==> src/rtl/useq_sequencer.sv <==
// useq_sequencer: microcode sequencer driving the two-register datapath through dp_ctrl (optional single-step: USEQ_STEP_EN).
// Latency: first dp_ctrl word 1 cycle after start is accepted; one word per enabled cycle; done 1 cycle after HALT/abort.
// Backpressure: en (and step when USEQ_STEP_EN) low freezes pc/state/watchdog; dp_ctrl holds the current word (0 while step low).
module useq_sequencer #(
  parameter int P_LOG_MEMSIZE    = 4,
  parameter int P_NUM_D_CTRLBITS = 5,
  parameter int P_NUM_C_CTRLBITS = 2,
  parameter int P_MAX_CYCLES     = 1000
) (
  input  logic                                                    clk,
  input  logic                                                    rst_n,
  input  logic                                                    en,
`ifdef USEQ_STEP_EN
  input  logic                                                    step,
`endif
  input  logic                                                    start,
  input  logic [P_LOG_MEMSIZE-1:0]                                start_addr,
  input  logic                                                    cres,
  output logic [P_NUM_D_CTRLBITS-1:0]                             dp_ctrl,
  output logic                                                    busy,
  output logic                                                    done,
  output logic                                                    err,
  input  logic                                                    wr_en,
  input  logic [P_LOG_MEMSIZE-1:0]                                wr_addr,
  input  logic [P_NUM_D_CTRLBITS+P_NUM_C_CTRLBITS+P_LOG_MEMSIZE-1:0] wr_data
);

  localparam int W     = P_NUM_D_CTRLBITS + P_NUM_C_CTRLBITS + P_LOG_MEMSIZE;
  localparam int DEPTH = 1 << P_LOG_MEMSIZE;
  localparam int CNT_W = 16;

  // Field boundaries inside a microcode word {target, mode, dctl}.
  localparam int D_LSB = 0;
  localparam int M_LSB = P_NUM_D_CTRLBITS;
  localparam int T_LSB = P_NUM_D_CTRLBITS + P_NUM_C_CTRLBITS;

  localparam logic [P_NUM_C_CTRLBITS-1:0] MODE_SEQ  = P_NUM_C_CTRLBITS'(0);
  localparam logic [P_NUM_C_CTRLBITS-1:0] MODE_JMP  = P_NUM_C_CTRLBITS'(1);
  localparam logic [P_NUM_C_CTRLBITS-1:0] MODE_BRC  = P_NUM_C_CTRLBITS'(2);
  localparam logic [P_NUM_C_CTRLBITS-1:0] MODE_HALT = P_NUM_C_CTRLBITS'(3);

  localparam logic [P_LOG_MEMSIZE-1:0] PC_ONE    = P_LOG_MEMSIZE'(1);
  localparam logic [CNT_W-1:0]         CNT_ONE   = CNT_W'(1);
  localparam logic [CNT_W:0]           MAX_WORDS = (CNT_W + 1)'(P_MAX_CYCLES);

  typedef enum logic {
    S_IDLE = 1'b0,
    S_RUN  = 1'b1
  } state_t;

  // Microcode store: deliberately not reset so contents survive rst_n.
  logic [W-1:0] mem [0:DEPTH-1];

  state_t                     state, state_nxt;
  logic [P_LOG_MEMSIZE-1:0]   pc, pc_nxt;
  logic [CNT_W-1:0]           cnt, cnt_nxt;
  logic                       done_nxt;
  logic                       err_nxt;

  logic [W-1:0]                cur_word;
  logic [P_NUM_D_CTRLBITS-1:0] cur_dctl;
  logic [P_NUM_C_CTRLBITS-1:0] cur_mode;
  logic [P_LOG_MEMSIZE-1:0]    cur_target;
  logic [P_LOG_MEMSIZE-1:0]    pc_inc;
  logic                        step_ok;
  logic                        exec;
  logic                        wd_hit;

  // Combinational read of the word at pc and its fields.
  assign cur_word   = mem[pc];
  assign cur_dctl   = cur_word[D_LSB +: P_NUM_D_CTRLBITS];
  assign cur_mode   = cur_word[M_LSB +: P_NUM_C_CTRLBITS];
  assign cur_target = cur_word[T_LSB +: P_LOG_MEMSIZE];
  assign pc_inc     = pc + PC_ONE;

`ifdef USEQ_STEP_EN
  assign step_ok = step;
`else
  assign step_ok = 1'b1;
`endif

  // A word executes only on an enabled (and stepped) RUN cycle.
  assign exec   = (state == S_RUN) && en && step_ok;
  // This execution would be word number P_MAX_CYCLES of the run.
  assign wd_hit = (({1'b0, cnt} + {{CNT_W{1'b0}}, 1'b1}) == MAX_WORDS);

  assign busy = (state == S_RUN);

  // Microcode write port: only accepted while idle so a running program never changes under itself.
  always_ff @(posedge clk) begin
    if (wr_en && (state == S_IDLE)) begin
      mem[wr_addr] <= wr_data;
    end
  end

  // Datapath control: current word's dctl in RUN, zero for HALT, idle, or an unstepped cycle.
  always_comb begin
    dp_ctrl = '0;
    if ((state == S_RUN) && (cur_mode != MODE_HALT) && step_ok) begin
      dp_ctrl = cur_dctl;
    end
  end

  // Next-state, pc sequencing, watchdog and completion flags.
  always_comb begin
    state_nxt = state;
    pc_nxt    = pc;
    cnt_nxt   = cnt;
    err_nxt   = err;
    done_nxt  = 1'b0;
    case (state)
      S_IDLE: begin
        if (en && start) begin
          state_nxt = S_RUN;
          pc_nxt    = start_addr;
          cnt_nxt   = '0;
          err_nxt   = 1'b0;
        end
      end
      S_RUN: begin
        if (exec) begin
          cnt_nxt = cnt + CNT_ONE;
          if (cur_mode == MODE_HALT) begin
            state_nxt = S_IDLE;
            done_nxt  = 1'b1;
          end else if (wd_hit) begin
            state_nxt = S_IDLE;
            done_nxt  = 1'b1;
            err_nxt   = 1'b1;
          end else begin
            case (cur_mode)
              MODE_SEQ: pc_nxt = pc_inc;
              MODE_JMP: pc_nxt = cur_target;
              MODE_BRC: pc_nxt = cres ? cur_target : pc_inc;
              default:  pc_nxt = pc;
            endcase
          end
        end
      end
      default: begin
        state_nxt = S_IDLE;
      end
    endcase
  end

  // State registers; done is a single-cycle pulse regardless of en.
  always_ff @(posedge clk or negedge rst_n) begin
    if (!rst_n) begin
      state <= S_IDLE;
      pc    <= '0;
      cnt   <= '0;
      done  <= 1'b0;
      err   <= 1'b0;
    end else begin
      state <= state_nxt;
      pc    <= pc_nxt;
      cnt   <= cnt_nxt;
      done  <= done_nxt;
      err   <= err_nxt;
    end
  end

endmodule

==> config.mk <==
export PLATFORM = sky130hd
export DESIGN_NAME = useq_sequencer
export DESIGN_NICKNAME = d
export VERILOG_FILES = /design/src/rtl/useq_sequencer.sv
export SDC_FILE = /design/constraint.sdc
export NUM_CORES = 1
export LEC_CHECK = 0
export CAP_MARGIN = 0
export CORE_ASPECT_RATIO = 1.5
export CORE_MARGIN = 1.5
export CORE_UTILIZATION = 61
export CTS_CLUSTER_DIAMETER = 200
export CTS_CLUSTER_SIZE = 12
export DETAILED_ROUTE_END_ITERATION = 10
export GPL_TIMING_DRIVEN = 0
export PLACE_DENSITY_LB_ADDON = 0.08
export SLEW_MARGIN = 20
export SYNTH_ARGS = -nofsm -noshare
export SYNTH_HDL_FRONTEND = slang
export SYNTH_SLANG_ARGS = --single-unit
==> constraint.sdc <==
create_clock -name clk -period 4 [get_ports clk]
set_input_delay 0.4 -clock clk [delete_from_list [all_inputs] [get_ports clk]]
set_output_delay 0.4 -clock clk [all_outputs]
set_load 0.005 [all_outputs]
==> results of run 1 <==
through the flow:
step	power [W]	TNS (ns)	hold slack, ns	cell area, sq um	util (%)
after detailed placement	0.004209	-1.798	0.4207	9363	66.91
after CTS	0.005926	-0.001582	0.4856	9996	71.44
after global placement	0.004176	-1.931	0.4791	9258	66.16
after floorplan	0.003654	0	0.1044	8697	-
after global routing	0.006153	0	0.5135	10010	71.53
final	0.005914	0	0.4763	10010	71.55
sequential cells by signal, summed over array words and instances, names as in the netlist:
name,cells
done,1
mem,176
busy,1
cnt,16
err,1
pc,4
per-layer routing:
| metal | routed length (um) | global-route usage (%) | up-vias | part of all wire [%] |
|---|---|---|---|---|
| li1 | - | - | 2224 | - |
| met1 | 7401 | 34.63 | 2605 | 38 |
| met2 | 10360 | 47.76 | 223 | 53 |
| met3 | 1213 | 6.467 | 34 | 6.3 |
| met4 | 417 | 10.49 | 0 | 2.2 |
| met5 | 0 | 0 | - | 0 |
power groups by stage:
stage          Combinational [W]  Sequential, W  Clock, W
6_report                 0.00181        0.00241   0.00169
5_1_grt                  0.00195        0.00242   0.00179
4_1_cts                  0.00179        0.00242   0.00171
3_5_place_dp             0.00178        0.00243         0
3_3_place_gp             0.00175        0.00243         0
2_1_floorplan            0.00124        0.00241         0
kinds of logic after synthesis:
logic type / after synthesis / synth area share [%]
DFF: 199 / 67.39
and+or+nand+nor: 128 / 8.618
AOI/OAI and AO/OA: 82 / 6.834
muxes: 60 / 13.25
buffers and inverters: 39 / 2.604
adders and majority gates: 7 / 1.007
xor gates and xnor gates: 3 / 0.3022
critical path: stages (launching register included):
cell and delay (ns):
dfrtp_2 0.43, buf_6 0.19, buf_4 0.24, mux4_2 0.33
mux4_2 0.56, ha_1 0.22, inv_1 0.13, nand2_2 0.19
nor2b_2 0.22, clkdlybuf4s50_1 0.52
cells in the final DEF, fill, tap and decap left out, drive strengths merged, types with 10 or more instances in the layout:
cell type,n
o211ai,10
inv,13
edfxtp,176
o21ai,21
nand3,16
nand2,22
dfrtp,23
nor2b,12
clkbuf,30
nor2,29
mux4,44
a31oi,10
mux2i,15
nand4,13
clkdlybuf4s50,31
buf,24
final timing paths:
check	slack, ns	endpoint	depth (start not counted)	from
max	0.11	dp_ctrl[3]	9	pc[1]
max in group asynchronous	3.11	pc[2]	2	rst_n
min in group clk	0.49	err	1	err
min	0.48	cnt[0]	2	rst_n
max reg2reg	0.77	pc[1]	12	pc[1]
min reg2reg	0.49	err	1	err
final cells by class:
cell class | count | area (sq um)
Buffer | 29 | 212.7
Clock inverter | 15 | 176.4
Inverter | 7 | 26.28
Timing Repair Buffer | 40 | 392.9
Clock buffer | 17 | 425.4
Tap cell | 192 | 240.2
Multi-Input combinational cell | 280 | 2670
Antenna cell | 1 | 2.502
Sequential cell | 199 | 5864
Fill cell | 875 | 3981
what timing repair did:
| action | CTS | global route |
|---|---|---|
| pin swaps | 0 | 0 |
| resized for setup | 13 | 3 |
| hold buffers | 1 | 0 |
| endpoints found under the hold margin | 23 | 0 |
| buffers inserted | 0 | 1 |
| setup endpoints to repair | 9 | 5 |
==> run_results.csv, run 1 <==
group,metric,value,unit
run_status,status,"completed",
min_path,hp-class,"primary input to asynchronous set/reset pin",
timing,drv_slew,0,
global_routing,grt_pass1_wl,29.66,mm
yosys,synthArstFlopShare,11.56,%
global_routing,grt_max_degree,24,
clock_tree,clk_pin_slew_worst_paths,0.08,ns
drt,postRouteAntennaNets,0,
place,preCtsSetupSlack,-0.3921,ns
timing,max_freq,257.3,MHz
timing,rsz0062_at_grt,"no",
finish,drive_above_1_share,25.55,%
global_routing,grt-ovfl-total,0,
pwr,clockPowerShare,28.7,%
critical_path,start_kind,"register",
clock_tree,h-tree-depth,4,
pwr,p_comb_share,30.6,%
clock_tree,clk-insertion-delay-late,0.43,ns
yosys,yosysWarningCount,0,
yosys,synth_ff_type,"edfxtp_1",
pwr,irDropWorstVdd,0.3354,mV
drt,drt_iter0_drc,411,
yosys,syn_inst,518,
timing,fin_crit,3.886,ns
drt,vias,5086,
timing,worstMarginPinSlew,0.9429,ns
die,fp.dieW,100.5,um
critical_path,cp.arrival,3.49,ns
yosys,syn-num-nets,550,
place,dp.cells,748,
finish,layout.cells.non_filler,780,
critical_path,crit_required,3.60,ns
clock_tree,cts-root-buf,"clkbuf_16",
place,gp_congestion,0.8436,
timing,worst_slack,0.1140,ns
timing,slew_headroom,37.07,%
pwr,swShare,31.77,%
drt,vias_per_cell,6.521,
die,design.die.area,15000,sq um
drt,wl_per_cell,24.86,um
clock_tree,cts.sinks,199,
yosys,ys_ff_latch,199,
clock_tree,cts_made_buffers,17,
timing,post-route-period-util,97.15,%
pwr,power_frac_seq,40.8,%
die,die_h,149.2,um
yosys,synth-edff-count,176,
timing,hold_viol_final,0,
timing,finalSetupViolations,0,
pwr,power_density,590.7,nW/um^2
yosys,synth_area_leaders,"edfxtp_1 (61%), mux4_2 (11%), dfrtp_1 (6.6%)",
drt,wirelength,19.39,mm
clock_tree,clock_path_buffers,2,
timing,fin_skew,0.01694,ns
global_routing,grt_pass1_vias,5222,
critical_path,crit_fanout,10,
place,port_buffers,32,
pwr,p_leak,3.326,nW
place,dpl.hpwl,12.52,mm
finish,nNetsFinal,606,
pwr,p_int,0.004035,W
die,coreArea,13990,sq um
yosys,synth_most_common_cell,"edfxtp_1",
clock_tree,cts_tree,"done",
die,ios,33,
critical_path,critPathCaptureType,"output port",
yosys,ys_types,68,
yosys,syn_area,8697,sq um
drt,firstDrtPassIters,5,
yosys,ys_seq_area_share,67.39,%
finish,areaGrowthSynthToFinish,15.11,%
drt,drc,0,
global_routing,grtUsageTotal,27.88,%
die,start_util,62.16,%
pwr,power.switching,0.001879,W
critical_path,worstSetupPathType,"register to output port",
job,drv_cap,0,
yosys,synth_common_cells,"edfxtp_1 (176), mux4_2 (44), nor2_1 (29)",
die,rows,53,
yosys,synth_top_area_share,60.77,%
global_routing,antenna_found_initial,1,
yosys,avgSynthCellArea,16.79,sq um
yosys,synth_area_leader_cell,"edfxtp_1",
(Power assumes the default switching activity.)
==> inputs of run 2 (changes only) <==
ABC_AREA = 1   (was unset)
CORE_UTILIZATION = 63   (was 61)
DONT_BUFFER_PORTS = 1   (was unset)
==> run 2 against run 1 <==
  * Synthesized cell count grew 59%
  * Largest cell class unchanged
  * Core utilization shrank 0.69 points
  * Global-route usage grew 2.7 points
  * Final area shrank 3.8%
  * Die area shrank 2.0%
  * Combinational power grew 29%
  * Worst hold slack lost 0.41 ns
  * Highest routed layer unchanged
  * Count of clock-buffer cells in the layout is the same
  * Worst setup slack gained 0.15 ns
==> run_results.csv, run 2 <==
group,metric,value,unit
timing,max_freq,267.8,MHz
pwr,power.switching,0.002455,W
yosys,synth_ff_type,"edfxtp_1",
critical_path,path_cells,"inv_1 -> buf_2 -> clkbuf_1 -> o21ai_0 -> o221ai_1 -> o211ai_1 -> nand2_1 -> ha_1 -> nor2_1 -> inv_1 -> nor2_1",
critical_path,cpPeakStageDelay,0.53,ns
die,rows,52,
global_routing,antenna_found_initial,0,
clock_tree,clk_pin_slew_worst_paths,0.08,ns
drt,firstDrtPassIters,5,
yosys,synth_area_leaders,"edfxtp_1 (60%), nand2_1 (8.2%), dfrtp_1 (6.5%)",
global_routing,grt_pass1_wl,33.18,mm
pwr,p_leak,3.576,nW
place,port_buffers,0,
clock_tree,cts_resized,0,
global_routing,grt_max_degree,24,
die,start_util,64.71,%
critical_path,critPathCaptureType,"output port",
yosys,synth_top_area_share,60.06,%
timing,finalSetupViolations,0,
pwr,swShare,38.49,%
run_status,status,"completed",
drt,wirelength,21.77,mm
drt,postRouteAntennaNets,0,
die,die_h,147.7,um
finish,register_area,5861,sq um
pwr,clockPowerShare,25.7,%
critical_path,crit_fanout,10,
drt,drc,0,
finish,reg_top3,"mem x176, cnt x16, pc x4",
finish,top_register,"mem",
die,fp.dieW,99.50,um
clock_tree,cts_made_buffers,17,
clock_tree,h-tree-depth,4,
pwr,irDropWorstVdd,0.4818,mV
pwr,total_power,0.006377,W
clock_tree,cts_tree,"done",
finish,nNetsFinal,877,
yosys,syn_area,8800,sq um
yosys,synthArstFlopShare,11.56,%
clock_tree,cts.sinks,199,
clock_tree,clock_path_buffers,2,
drt,wl_per_cell,21.39,um
global_routing,grtUsageTotal,30.62,%
yosys,ys_types,32,
pwr,power_frac_seq,37.6,%
timing,slew_headroom,39.63,%
die,coreArea,13600,sq um
pwr,p_comb_share,36.7,%
finish,largest_reg_flops,176,
yosys,avgSynthCellArea,10.68,sq um
pwr,p_int,0.003923,W
critical_path,cp.arrival,3.33,ns
yosys,yosysWarningCount,0,
drt,vias_per_cell,6.286,
finish,areaGrowthSynthToFinish,9.498,%
finish,fill_cells,952,
critical_path,worstSetupPathType,"register to output port",
die,design.die.area,14700,sq um
yosys,syn_inst,824,
finish,layout_commonest_cell,"nand2_1",
clock_tree,cts_setup_buffers,0,
yosys,synth-edff-count,176,
pwr,power_density,661.9,nW/um^2
yosys,synth_most_common_cell,"nand2_1",
critical_path,rrSetupSlack,0.38,ns
yosys,synth_common_cells,"nand2_1 (193), edfxtp_1 (176), inv_1 (79)",
timing,drv_slew,0,
timing,fin_crit,3.734,ns
timing,fin_skew,0.01136,ns
finish,layout_common_cells,"nand2_1 (193), edfxtp_1 (176), inv_1 (79), nand3_1 (73), nor2_1 (59)",
global_routing,grt_pass1_vias,6351,
finish,diodes,0,
job,drv_cap,0,
die,ios,33,
timing,worstMarginPinSlew,0.9046,ns
drt,drt_iter0_drc,603,
global_routing,grt-ovfl-total,0,
critical_path,start_kind,"register",
clock_tree,hold_buffers,2,
timing,hold_viol_final,0,
drt,vias,6399,
clock_tree,cts-root-buf,"clkbuf_16",
min_path,hp-class,"primary input to register",
place,dpl.hpwl,14.53,mm
finish,multiInputGateArea,2501,sq um
yosys,syn-num-nets,856,
place,gp_congestion,0.8850,
finish,drive_above_1_share,9.463,%
timing,rsz0062_at_grt,"no",
critical_path,cp_slowest_cell,"clkbuf_1",
yosys,synth_area_leader_cell,"edfxtp_1",
yosys,ys_ff_latch,199,
critical_path,crit_required,3.60,ns
clock_tree,clk-insertion-delay-late,0.43,ns
timing,post-route-period-util,93.35,%
timing,tns,0,ns
yosys,ys_seq_area_share,66.60,%
-- run 2: changes by cell type after synthesis, sizes merged, moves of 15 or more --
cell   before  now
mux2i      15    0
nor2       29   81
mux4       44    0
a21oi       7   37
nand3      16   74
inv         7   79
nand2      22  197
-- run 2: kinds of logic after synthesis --
kind of cell	share of synthesized area, %
xor+xnor	0.2986
compound gates	8.858
flops	66.60
fa+ha+maj	0.9953
buf+inv	5.431
simple gates	17.82
-- run 2: layout make-up --
class | count | share of cell area [%]
sequential | 199 | 60.82
multi-input combinational | 506 | 25.96
clock buffer | 17 | 4.415
inverter | 81 | 3.155
tap | 162 | 2.104
buffer | 38 | 1.805
clock inverter | 13 | 1.428
timing repair buffer | 2 | 0.3116
-- run 2: path summary, 6_finish.rpt --
check,from,to,cells after the start
max in group asynchronous,rst_n,cnt[14],2
hold reg to reg,cnt[0],cnt[0],1
setup reg to reg,pc[1],pc[3],17
hold / removal,wr_data[3],mem[6][3],0
setup / recovery,pc[1],dp_ctrl[2],11
min in group asynchronous,rst_n,cnt[7],2
-- run 2: power by group through the flow --
stage          clock network [W]  registers [W]  logic [W]
3_3_place_gp                   0        0.00244    0.00220
3_5_place_dp                   0        0.00244    0.00226
6_report                 0.00164        0.00240    0.00234
2_1_floorplan                  0        0.00242    0.00161
4_1_cts                  0.00164        0.00240    0.00229
5_1_grt                  0.00172        0.00240    0.00257
-- run 2: critical path, delay by kind of cell, from the launching register on --
kind	cells	cell delay, ns
adders and majority gates	1	0.23
buffers and inverters	4	1.16
DFF	1	0.51
AOI/OAI and AO/OA	3	0.56
and+or+nand+nor	3	0.44
-- run 2: metrics by stage --
stage	instances	setup WS [ns]	hold slack [ns]	instance area, sq um	util, %
floorplan	824	1.453	0.1044	8800	-
detailed placement	986	0.5522	0.1050	9040	66.48
global route	1018	0.1962	0.04930	9635	70.86
CTS	1018	0.3594	0.05923	9633	70.84
finish	1018	0.2660	0.06557	9635	70.86
global placement	986	0.5619	0.1049	9002	66.20
-- run 2: routing by layer --
metal	up-vias	global-route usage, %	part of all wire, %
met5	-	0	0
met2	326	53.22	51
li1	2917	-	-
met1	3097	37.68	38
met3	59	5.579	7.3
met4	0	12.82	3.7
